File: src/rtl/cvita_pkg.sv
// ---------------------------------------------------------------------------
// cvita_pkg
// Shared types and helpers for the CVITA packet round-robin mux.
//   - fsm_state_t : arbitration/transfer state of the mux
//   - cvita_hdr_t : field view of a 64-bit CVITA header word
//   - cvita_pkt_t : one AXI-Stream beat (data + last)
//   - hdr_unflatten / hdr_flatten : word <-> header struct conversion
//   - hdr_set_seqno : return a header word with only the seqno field replaced
// ---------------------------------------------------------------------------
package cvita_pkg;

  localparam int PKT_W     = 64;
  localparam int SEQNO_MSB = 59;
  localparam int SEQNO_LSB = 48;
  localparam int SEQNO_W   = SEQNO_MSB - SEQNO_LSB + 1;

  typedef enum logic [1:0] {
    ST_IDLE = 2'd0,
    ST_HDR  = 2'd1,
    ST_BODY = 2'd2
  } fsm_state_t;

  // Packed MSB-first, so the struct overlays the header word bit for bit.
  typedef struct packed {
    logic [1:0]         pkt_type;  // [63:62]
    logic               has_time;  // [61]
    logic               eob;       // [60]
    logic [SEQNO_W-1:0] seqno;     // [59:48]
    logic [15:0]        length;    // [47:32]
    logic [31:0]        sid;       // [31:0]
  } cvita_hdr_t;

  typedef struct packed {
    logic [PKT_W-1:0] tdata;
    logic             tlast;
  } cvita_pkt_t;

  function automatic cvita_hdr_t hdr_unflatten(input logic [PKT_W-1:0] word);
    return cvita_hdr_t'(word);
  endfunction

  function automatic logic [PKT_W-1:0] hdr_flatten(input cvita_hdr_t hdr);
    return PKT_W'(hdr);
  endfunction

  function automatic logic [PKT_W-1:0] hdr_set_seqno(input logic [PKT_W-1:0] word,
                                                     input logic [SEQNO_W-1:0] seqno);
    cvita_hdr_t hdr;
    hdr       = hdr_unflatten(word);
    hdr.seqno = seqno;
    return hdr_flatten(hdr);
  endfunction

endpackage

File: src/rtl/cvita_rr_arb_sel.sv
// ---------------------------------------------------------------------------
// cvita_rr_arb_sel
// Combinational rotating-priority encoder. Searches req_i starting at
// last_grant_i+1 and wrapping at NUM_PORTS-1, so the port that was served
// last is considered last.
// Ports:
//   req_i        [NUM_PORTS]  request vector (one bit per input port)
//   last_grant_i [GW]         port that most recently completed a packet
//   grant_o      [GW]         selected port (0 when nothing requests)
//   any_req_o    [1]          at least one request is set
// ---------------------------------------------------------------------------
module cvita_rr_arb_sel #(
  parameter int NUM_PORTS = 4,
  parameter int GW        = 2
) (
  input  logic [NUM_PORTS-1:0] req_i,
  input  logic [GW-1:0]        last_grant_i,
  output logic [GW-1:0]        grant_o,
  output logic                 any_req_o
);

  int          idx;
  logic [GW-1:0] idx_g;

  always_comb begin
    grant_o   = '0;
    any_req_o = 1'b0;
    idx       = 0;
    idx_g     = '0;
    // Offsets 1..NUM_PORTS: offset NUM_PORTS lands on last_grant itself,
    // so it still wins when it is the only requester.
    for (int i = 1; i <= NUM_PORTS; i++) begin
      idx   = (int'(last_grant_i) + i) % NUM_PORTS;
      idx_g = GW'(idx);
      if (!any_req_o && req_i[idx_g]) begin
        any_req_o = 1'b1;
        grant_o   = idx_g;
      end
    end
  end

endmodule

File: src/rtl/cvita_pkt_rr_mux.sv
// ---------------------------------------------------------------------------
// cvita_pkt_rr_mux
// Packet-atomic round-robin mux: NUM_PORTS 64-bit CVITA AXI-Stream inputs
// share one output. A granted port owns the output from its header word to
// its tlast word. Optionally the header seqno is replaced by an output-side
// counter so downstream sees one gap-free sequence.
// Ports:
//   clk, reset, clear      clock, sync active-high reset, sync soft clear
//   i_tdata  [64*N]        input data, port k at [64k+63:64k]
//   i_tlast  [N]           input end of packet
//   i_tvalid [N]           input valid
//   i_tready [N]           input ready (only the granted port can be ready)
//   o_tdata  [64]          output data
//   o_tlast, o_tvalid      output end of packet / valid
//   o_tready               output ready
//   o_grant  [GW]          current or last granted port
//   o_dbg_state            FSM state, for observation only
//
// Handshake: a beat transfers on a rising edge where tvalid && tready are
// both high; tvalid never depends on tready, and o_tready passes straight
// through to i_tready of the granted port only, so the output transfer and
// the input transfer always happen on the same edge.
// ---------------------------------------------------------------------------
module cvita_pkt_rr_mux
  import cvita_pkg::*;
#(
  parameter int NUM_PORTS      = 4,
  parameter bit REWRITE_SEQNUM = 1'b0,
  localparam int GW = (NUM_PORTS > 1) ? $clog2(NUM_PORTS) : 1
) (
  input  logic                       clk,
  input  logic                       reset,
  input  logic                       clear,
  input  logic [64*NUM_PORTS-1:0]    i_tdata,
  input  logic [NUM_PORTS-1:0]       i_tlast,
  input  logic [NUM_PORTS-1:0]       i_tvalid,
  output logic [NUM_PORTS-1:0]       i_tready,
  output logic [63:0]                o_tdata,
  output logic                       o_tlast,
  output logic                       o_tvalid,
  input  logic                       o_tready,
  output logic [GW-1:0]              o_grant,
  output fsm_state_t                 o_dbg_state
);

  fsm_state_t         state_q, state_d;
  logic [GW-1:0]      grant_q, grant_d;
  logic [GW-1:0]      last_grant_q, last_grant_d;
  logic [SEQNO_W-1:0] seq_cnt_q, seq_cnt_d;

  logic [GW-1:0]      sel_grant;
  logic               sel_any;

  logic [63:0]        in_data [NUM_PORTS];
  logic [63:0]        g_data;
  logic               g_valid;
  logic               g_last;
  logic               active;
  logic               out_hs;

  for (genvar k = 0; k < NUM_PORTS; k++) begin : g_unpack
    assign in_data[k] = i_tdata[64*k +: 64];
  end

  cvita_rr_arb_sel #(
    .NUM_PORTS (NUM_PORTS),
    .GW        (GW)
  ) u_arb_sel (
    .req_i        (i_tvalid),
    .last_grant_i (last_grant_q),
    .grant_o      (sel_grant),
    .any_req_o    (sel_any)
  );

  assign active  = (state_q != ST_IDLE);
  assign g_data  = in_data[grant_q];
  assign g_valid = i_tvalid[grant_q];
  assign g_last  = i_tlast[grant_q];
  assign out_hs  = active && g_valid && o_tready;

  // Next-state logic. The idle cycle used for arbitration is the single
  // bubble between packets; the grant stays fixed until the tlast beat.
  always_comb begin
    state_d      = state_q;
    grant_d      = grant_q;
    last_grant_d = last_grant_q;
    seq_cnt_d    = seq_cnt_q;
    unique case (state_q)
      ST_IDLE: begin
        if (sel_any) begin
          grant_d = sel_grant;
          state_d = ST_HDR;
        end
      end
      ST_HDR: begin
        if (out_hs) begin
          seq_cnt_d = seq_cnt_q + SEQNO_W'(1);
          if (g_last) begin
            // Single-word packet: the port still drops to lowest priority.
            state_d      = ST_IDLE;
            last_grant_d = grant_q;
          end else begin
            state_d = ST_BODY;
          end
        end
      end
      ST_BODY: begin
        if (out_hs && g_last) begin
          state_d      = ST_IDLE;
          last_grant_d = grant_q;
        end
      end
      default: state_d = ST_IDLE;
    endcase
  end

  // Output mux. Combinational pass-through of the granted port; only the
  // header seqno field is ever altered.
  always_comb begin
    o_tvalid = active && g_valid;
    o_tlast  = active && g_last;
    o_tdata  = g_data;
    if (REWRITE_SEQNUM && (state_q == ST_HDR)) begin
      o_tdata = hdr_set_seqno(g_data, seq_cnt_q);
    end
    i_tready = '0;
    if (active) begin
      i_tready[grant_q] = o_tready;
    end
  end

  // Clear shares the reset path, so it also overrides a same-cycle handshake.
  always_ff @(posedge clk) begin
    if (reset || clear) begin
      state_q      <= ST_IDLE;
      grant_q      <= '0;
      last_grant_q <= GW'(NUM_PORTS - 1);
      seq_cnt_q    <= '0;
    end else begin
      state_q      <= state_d;
      grant_q      <= grant_d;
      last_grant_q <= last_grant_d;
      seq_cnt_q    <= seq_cnt_d;
    end
  end

  assign o_grant     = grant_q;
  assign o_dbg_state = state_q;

endmodule
File: config.mk
export PLATFORM = sky130hd
export DESIGN_NAME = cvita_pkt_rr_mux
export DESIGN_NICKNAME = d
export VERILOG_FILES = /design/src/rtl/cvita_pkg.sv /design/src/rtl/cvita_rr_arb_sel.sv /design/src/rtl/cvita_pkt_rr_mux.sv
export SDC_FILE = /design/constraint.sdc
export NUM_CORES = 1
export LEC_CHECK = 0
export ABC_AREA = 1
export CELL_PAD_IN_SITES_DETAIL_PLACEMENT = 0
export CELL_PAD_IN_SITES_GLOBAL_PLACEMENT = 1
export CORE_AREA = 2 2 133 135
export DETAILED_ROUTE_END_ITERATION = 7
export DIE_AREA = 0 0 135 137
export DONT_BUFFER_PORTS = 1
export HOLD_SLACK_MARGIN = 0.05
export PLACE_DENSITY_LB_ADDON = 0.1
export SYNTH_ARGS = -nofsm -noshare
export SYNTH_HDL_FRONTEND = slang
export SYNTH_SLANG_ARGS = --single-unit
File: constraint.sdc
create_clock -name clk -period 3.02 [get_ports clk]
set_input_delay 0.906 -clock clk [delete_from_list [all_inputs] [get_ports clk]]
set_output_delay 0.906 -clock clk [all_outputs]
set_load 0.02 [all_outputs]
Word-level counts from Yosys, hierarchy flattened
Cells that the tools add are included.
Storage, ports and cells
  input bits: 268
  output and inout bits: 74
  register bits after elaboration: 6
  logic and storage cells: 75
Operators by class
  add/sub/neg operators: 4
  magnitude comparators: 7
  equality and inequality tests: 6
  bitwise operators: 2
  reductions and logical operators: 18
  mux-type cells: 35
Operator list (number)
  64-bit binary-select mux with 2-bit select: 1
  64-bit two-way mux: 2
  2-bit two-way mux: 11
  2-bit by 3-bit less-than comparator with 1-bit output, second input constant: 5
  1-bit binary-select mux with 2-bit select: 6
  1-bit two-way mux: 11
  1-bit logical AND: 8
  2-bit != test, second input constant: 4
  2-bit one-hot mux with 3 select lines: 1
  2-bit by 1-bit adder with 2-bit output, second input constant: 2
  2-bit adder, second input constant: 2
  4-bit bitwise AND: 1
  4-bit two-way mux: 1
  2-bit one-hot mux with 2 select lines: 1
  4-bit AND reduction: 1
  2-bit nonzero test: 2
  3-bit greater-or-equal comparator, second input constant: 1
  1-bit zero test: 3
  2-bit NOT with 3-bit output: 1
  3-bit AND reduction: 1
  1-bit demux with 2-bit select: 1
  2-bit by 1-bit equality test with 1-bit output, second input constant: 1
  2-bit equality test, second input constant: 1
  2-bit by 1-bit greater-or-equal comparator with 1-bit output, second input constant: 1
  3 further kinds: 3

Logic depth before layout (Yosys ltp)
Gate-level depths: netlist of the first run.
  word-level depth: 15
  mapped depth: 12

By module
From an unflattened synthesis of the first run, not the netlist that was laid out.
Second synthesis, totals
  cells, all modules: 413
  area, all modules: 2706.3 µm²
Modules (own cells, without submodules)
  cvita_pkt_rr_mux: cells an instance 361, area an instance 2434.8 µm², instances 1
  cvita_rr_arb_sel: cells an instance 52, area an instance 271.5 µm², instances 1

Least setup slack after synthesis of the first run
OpenSTA, ideal clock, no wires.
  path type: input-to-output
  start point: input port o_tready
  end point: output port i_tready[0]
  path slack: 0.502 ns
  cell stages on the path: 2
  data arrival time: 1.612 ns
  path through: o21ai_1 > nor3_1
On the way
  word-level cells in the longest chain between the ends: 2
Ends and longest elaborated chain
  start: declaration: RTL line cvita_pkt_rr_mux.sv:41  | input logic o_tready,
  4-bit bitwise AND (no source line)
  4-bit two-way mux: RTL line cvita_pkt_rr_mux.sv:127  | if (active) begin
  end: declaration: RTL line cvita_pkt_rr_mux.sv:37  | output logic [NUM_PORTS-1:0] i_tready,
Every way passes these cells.

Worst setup path after layout of the first run
  start point: register grant_q[0], in the netlist o_grant[0]
  end point: output port o_tdata[25]
On the way
  word-level cells in the longest chain between the ends: 4
Ends and longest elaborated chain
  start: declaration: RTL line cvita_pkt_rr_mux.sv:47  | logic [GW-1:0] grant_q, grant_d;
  start signal: assignment: RTL line cvita_pkt_rr_mux.sv:141  | grant_q <= grant_d;
  2-bit NOT with 3-bit output (implied by the code): RTL line cvita_pkt_rr_mux.sv:76  | assign g_data = in_data[grant_q];
  64-bit binary-select mux with 2-bit select: RTL line cvita_pkt_rr_mux.sv:76
  64-bit two-way mux (implied by the code) (2 in a row): RTL line cvita_pkt_rr_mux.sv:76
  end: declaration: RTL line cvita_pkt_rr_mux.sv:38  | output logic [63:0] o_tdata,
Every way passes these cells. The select of a mux whose other input is x is not followed.

==> results.txt, run 1 <==
Remaining Overflow, GRT = 0
kind of critical path = register to output pin
remaining antenna violation count = 0
port bufs = 0
DR vias/cell = 4.86
Clock Sinks = 6
syn_nets = 643
layout cell share with drive strength beyond 1 = 9.84%
worst reg2reg path depth = 9
hold slack = 0.562 ns
final setup violation count = 0
initial antenna violation count = 1
cells after synthesis = 375
min-delay src = last_grant_q[1]
Die Ht = 137 um
first-pass GRT wire length = 15900 um
mean routed wirelength per cell = 20.9 um
RR Endpoint = last_grant_q[0]
CP required = 2.11 ns
post-synthesis register bit count = 6
synthesized area = 2030 um2
drt initial violations = 183
CTS Buf Count = 3
Tightest Pin Transition = 0.836 ns
number of max-cap violations = 0
commonest non-fill, non-tap cells in the layout = nand2_1, a22oi_1, nand3_1, nor2_1, buf_4
cell taking the most area after synthesis = a22oi_1
postcts setup bufs = 0
core area = 17100 um2
Std-Cell Rows = 48
Worst EP arrival = 1.90 ns
cell area after layout = 2430 um2
clk slew on worst S/H paths = 0.04 ns
Area Overhead vs Synth = 20.0%
die area = 18500 um2
Worst setup EP type = output pin
drt total wl = 12400 um
Root Driver = clkbuf_16
Post-CTS Resized = 0
Hold WC Path Type = register to register
top cells by area, synth = a22oi_1, nand2_1, nand3_1, dfxtp_1, buf_2
total number of vias = 2876
initial core utilization = 11.9%
most common cell after layout, fill and taps aside = nand2_1
RSZ-0062 raised after global routing = false
total negative slack = 0 ns
hold_buf cts = 0
I/O Pins = 342
largest net degree at the start of global routing = 38
Placed Cells = 588
Rel. slew slack = 43.9%
reg2reg setup slack = 1.25 ns
crit path capture = o_tdata[25]
cell area power density = 311 nW/um2
vias in the first global route = 2649
FF-to-FF Start = o_grant[0]
Clock Latency Late Sink = 0.23 ns
count of cell types in the netlist = 22
Ys Warns = 0
CTS H-tree depth = 1
Post-DP HPWL = 10400 um
Global Route Usage Sum = 11.3%
Final Critical Period = 2.80 ns
syn_area_per_cell = 5.41 um2
nets = 636
maximum VDD drop = 0.0922 mV
Final Hold Fails = 0
Placement Cell Area = 2350 um2
chip width = 135 um
Seq/Total Area, Yosys = 5.93%
Fmax = 357 MHz
CTS tree = done
Final Cycle Share = 92.8%
LEAKAGE = 0.941 nW
Yosys top cell area share = 32.2%
Pins Over Slew Limit = 0
Max Root-Sink Buffers = 2
final non-filler cell total = 592
RD Place Congestion = 0.745
CP max FO = 30
DR DRC count = 0
status = complete, no violations
Critical Path Source Type = register
DRT Pass-1 Iters = 5
Overall Power = 756 uW
skew final = 0.00241 ns
crit path launch = o_grant[0]
[flip-flops by register name, indices dropped and copies added (netlist names)]
| register | flops |
|---|---|
| last_grant_q | 2 |
| o_grant | 2 |
| o_dbg_state | 2 |
[cell families after synthesis]
kind of cell           count (synthesis)  share of synthesized area, %
AOI/OAI and AO/OA                     94                          34.1
buffers and inverters                 43                          10.7
DFF                                    6                          5.93
and+or+nand+nor                      232                          49.3
[how the worst min path moves through the flow]
| stage | to | slack, ns | cells past startpoint |
|---|---|---|---|
| after detailed placement | last_grant_q[1] | 0.56 | 2 |
| after global placement | last_grant_q[1] | 0.56 | 2 |
| after global routing | last_grant_q[1] | 0.60 | 2 |
| after floorplan | last_grant_q[1] | 0.50 | 2 |
| final | last_grant_q[1] | 0.56 | 2 |
| after CTS | last_grant_q[1] | 0.57 | 2 |
[through the flow]
stage,util (%),setup slack (ns)
floorplan,-,0.502
global placement,13.8,0.457
detailed placement,13.8,0.428
CTS,14.2,0.243
global route,14.3,0.154
finish,14.3,0.216
[area by class of cell]
cell class	instances	area [um2]
diodes	1	2.50
clock buffers	3	75.1
fillers	2037	14600
inverters	14	52.6
multi-input cells	326	1710
flip-flops and latches	6	120
well taps	225	282
repair buffers	17	190
[power breakdown]
group	total (mW)	switching (mW)	internal, mW
combinational	0.447	0.331	0.116
sequential	0.0886	0.00648	0.0821
clock	0.220	0.0500	0.170
total	0.756	0.387	0.368
[layer usage]
metal	vias up	track usage, %	share of wire, %
met4	0	3.88	2.3
met2	210	19.6	50
met5	-	0	0
met3	15	2.11	9.1
li1	1317	-	-
met1	1334	14.0	38
[cell usage after synthesis]
library cell  count
buf_4             5
dfxtp_1           6
nor2_4            2
a21oi_2           1
o21ai_1           2
nand2_1         151
a22oi_1          87
o21ai_0           1
nor3_1            3
or2_2             1
nor2_8            1
nand3_1          51
inv_2             3
inv_1            11
a21oi_1           3
nand4_1           4
nor2_2            1
nor2_1           14
buf_2            23
buf_6             1
nand2_2           3
nand3_2           1
[critical path, stage by stage (launching register included)]
cell and delay (ns):
dfxtp_1 0.54, inv_2 0.11, nor2_4 0.15, buf_4 0.37, a22oi_1 0.20, nand3_1 0.26
Power figures use the tool's default switching activity.
==> run 2: changes to the inputs <==
==> constraint.sdc (replaced) <==
create_clock -name clk -period 2.49 [get_ports clk]
set_input_delay 0.747 -clock clk [delete_from_list [all_inputs] [get_ports clk]]
set_output_delay 0.747 -clock clk [all_outputs]
set_load 0.02 [all_outputs]
==> run 2 against run 1 <==
Net effect: global-route usage decreased by 0.16 points; final area increased by 3.1%; highest routed layer unchanged; via count decreased by 0.42%; worst hold slack got worse by 0.011 ns; largest power group unchanged; combinational power increased by 26%; clock skew decreased by 0.0021 ns; sequential power increased by 21%; critical endpoint is now o_tvalid.
==> results.txt, run 2 (synthesis gave the netlist of run 1 again) <==
vias in the first global route = 2740
Max Root-Sink Buffers = 2
CP required = 1.74 ns
DRT Pass-1 Iters = 5
Global Route Usage Sum = 11.1%
Overall Power = 938 uW
core area = 17100 um2
DR DRC count = 0
Remaining Overflow, GRT = 0
nets = 641
FILL cells = 2027
Critical Path Source Type = register
Final Cycle Share = 94.0%
Pins Over Slew Limit = 0
CTS tree = done
Area Overhead vs Synth = 23.8%
final setup violation count = 0
met3 GRT Util = 2.19%
number of max-cap violations = 0
most common cell after layout, fill and taps aside = nand2_1
drt initial violations = 117
critical-path cell list = inv_2 > nor2_4 > buf_8 > nand2_1 > nand2_2 > nor2_4 > nor2_1 > buf_4
CTS H-tree depth = 1
RR Endpoint = last_grant_q[0]
crit path capture = o_tvalid
GRT Max-Usage Layer = met2
I/O Pins = 342
initial antenna violation count = 1
grt met2 use = 19.2%
RD Place Congestion = 0.757
Clock Sinks = 6
Clock Latency Late Sink = 0.23 ns
skew final = 0.000332 ns
CP Depth = 8
area occupied by multi-input gates = 1710 um2
total negative slack = 0 ns
total number of vias = 2864
maximum VDD drop = 0.182 mV
cell area power density = 374 nW/um2
Post-DP HPWL = 10400 um
M1 GR Usage = 13.2%
Final Critical Period = 2.34 ns
drt total wl = 12300 um
Critical Path Max Stage Delay = 0.40 ns
Crit-path slowest cell = dfxtp_2
Worst EP arrival = 1.59 ns
Critical path buffers and inverters = 3
Fmax = 427 MHz
Die Ht = 137 um
Final Hold Fails = 0
die area = 18500 um2
Worst setup EP type = output pin
Top Family by Delay on Critical Path = simple AND/OR/NAND/NOR gates
layout cell share with drive strength beyond 1 = 11.6%
first-pass GRT wire length = 15800 um
reg2reg setup slack = 0.91 ns
kind of critical path = register to output pin
largest net degree at the start of global routing = 53
Hold WC Path Type = register to register
Std-Cell Rows = 48
initial core utilization = 11.9%
commonest non-fill, non-tap cells in the layout = nand2_1, a22oi_1, nand3_1, buf_4, nor2_1
worst reg2reg path depth = 10
FF-to-FF Start = o_grant[0]
Rel. slew slack = 68.3%
Tightest Pin Transition = 0.472 ns
Root Driver = clkbuf_16
clk slew on worst S/H paths = 0.03 ns
DR vias/cell = 4.80
chip width = 135 um
mean routed wirelength per cell = 20.6 um
CP max FO = 31
port bufs = 0
CTS Buf Count = 3
LEAKAGE = 0.979 nW
crit-path most repeated cell = nor2_4
hold_buf cts = 0
post-layout util = 14.7%
FF/Latch Area = 123 um2
remaining antenna violation count = 0
RSZ-0062 raised after global routing = false
status = complete, no violations
crit path launch = o_grant[0]
-- run 2: cell types whose count changed in the layout (fill, tap and decap cells not counted) --
| cell | previous run | this run |
|---|---|---|
| dfxtp_1 | 6 | 4 |
| buf_8 | 0 | 1 |
| buf_4 | 12 | 13 |
| buf_6 | 0 | 1 |
| dfxtp_2 | 0 | 2 |
| buf_12 | 5 | 7 |
-- run 2: metrics by stage --
stage | hold WS [ns] | area (um2) | worst slack (ns) | cells
3_3_place_gp | 0.571 | 2420 | 0.163 | 593
2_1_floorplan | 0.496 | 2030 | 0.290 | 375
4_1_cts | 0.565 | 2500 | 0.00992 | 596
6_report | 0.551 | 2510 | 0.149 | 597
3_5_place_dp | 0.561 | 2420 | 0.139 | 593
5_1_grt | 0.592 | 2510 | 0.0257 | 597
-- run 2: power by group --
group | leakage, nW | internal (mW) | total [mW] | switching (mW)
Combinational | 0.892 | 0.160 | 0.565 | 0.406
Clock | 0.0370 | 0.207 | 0.266 | 0.0593
Sequential | 0.0497 | 0.100 | 0.107 | 0.00699
Total | 0.979 | 0.466 | 0.938 | 0.472
-- run 2: timing repair --
item	in CTS	in global routing
buffers inserted	0	0
endpoints found under the setup margin	4	6
gates resized for setup	3	2
gates cloned	0	0
hold endpoints to repair	0	0
-- run 2: worst min path at each step --
stage | startpoint | endpoint | slack, ns | cells past startpoint
2_1_floorplan | last_grant_q[1] | last_grant_q[1] | 0.50 | 2
3_3_place_gp | last_grant_q[1] | last_grant_q[1] | 0.57 | 2
3_5_place_dp | last_grant_q[1] | last_grant_q[1] | 0.56 | 2
4_1_cts | last_grant_q[1] | last_grant_q[1] | 0.56 | 2
5_1_grt | last_grant_q[1] | last_grant_q[1] | 0.59 | 2
6_report | last_grant_q[1] | last_grant_q[1] | 0.55 | 2
-- run 2: area by class of cell --
class	count	area share [%]
inverter	14	2.09
tap	225	11.2
sequential	6	4.89
timing repair buffer	22	10.5
antenna	1	0.0998
clock buffer	3	2.99
multi-input combinational	326	68.2
-- run 2: worst reg2reg max path, stage by stage (launching register included) --
cell,delay (ns)
dfxtp_2,0.40
inv_2,0.08
nor2_4,0.14
buf_8,0.24
nand2_1,0.10
nand2_2,0.09
nor2_4,0.06
nor2_8,0.11
nand3_1,0.11
nand2_1,0.07
nand3_1,0.06
-- run 2: routing by layer --
metal,routed length (um),share of wire (%)
met5,0,0
met4,485,4.0
met3,1080,8.8
met2,6080,49
met1,4640,38
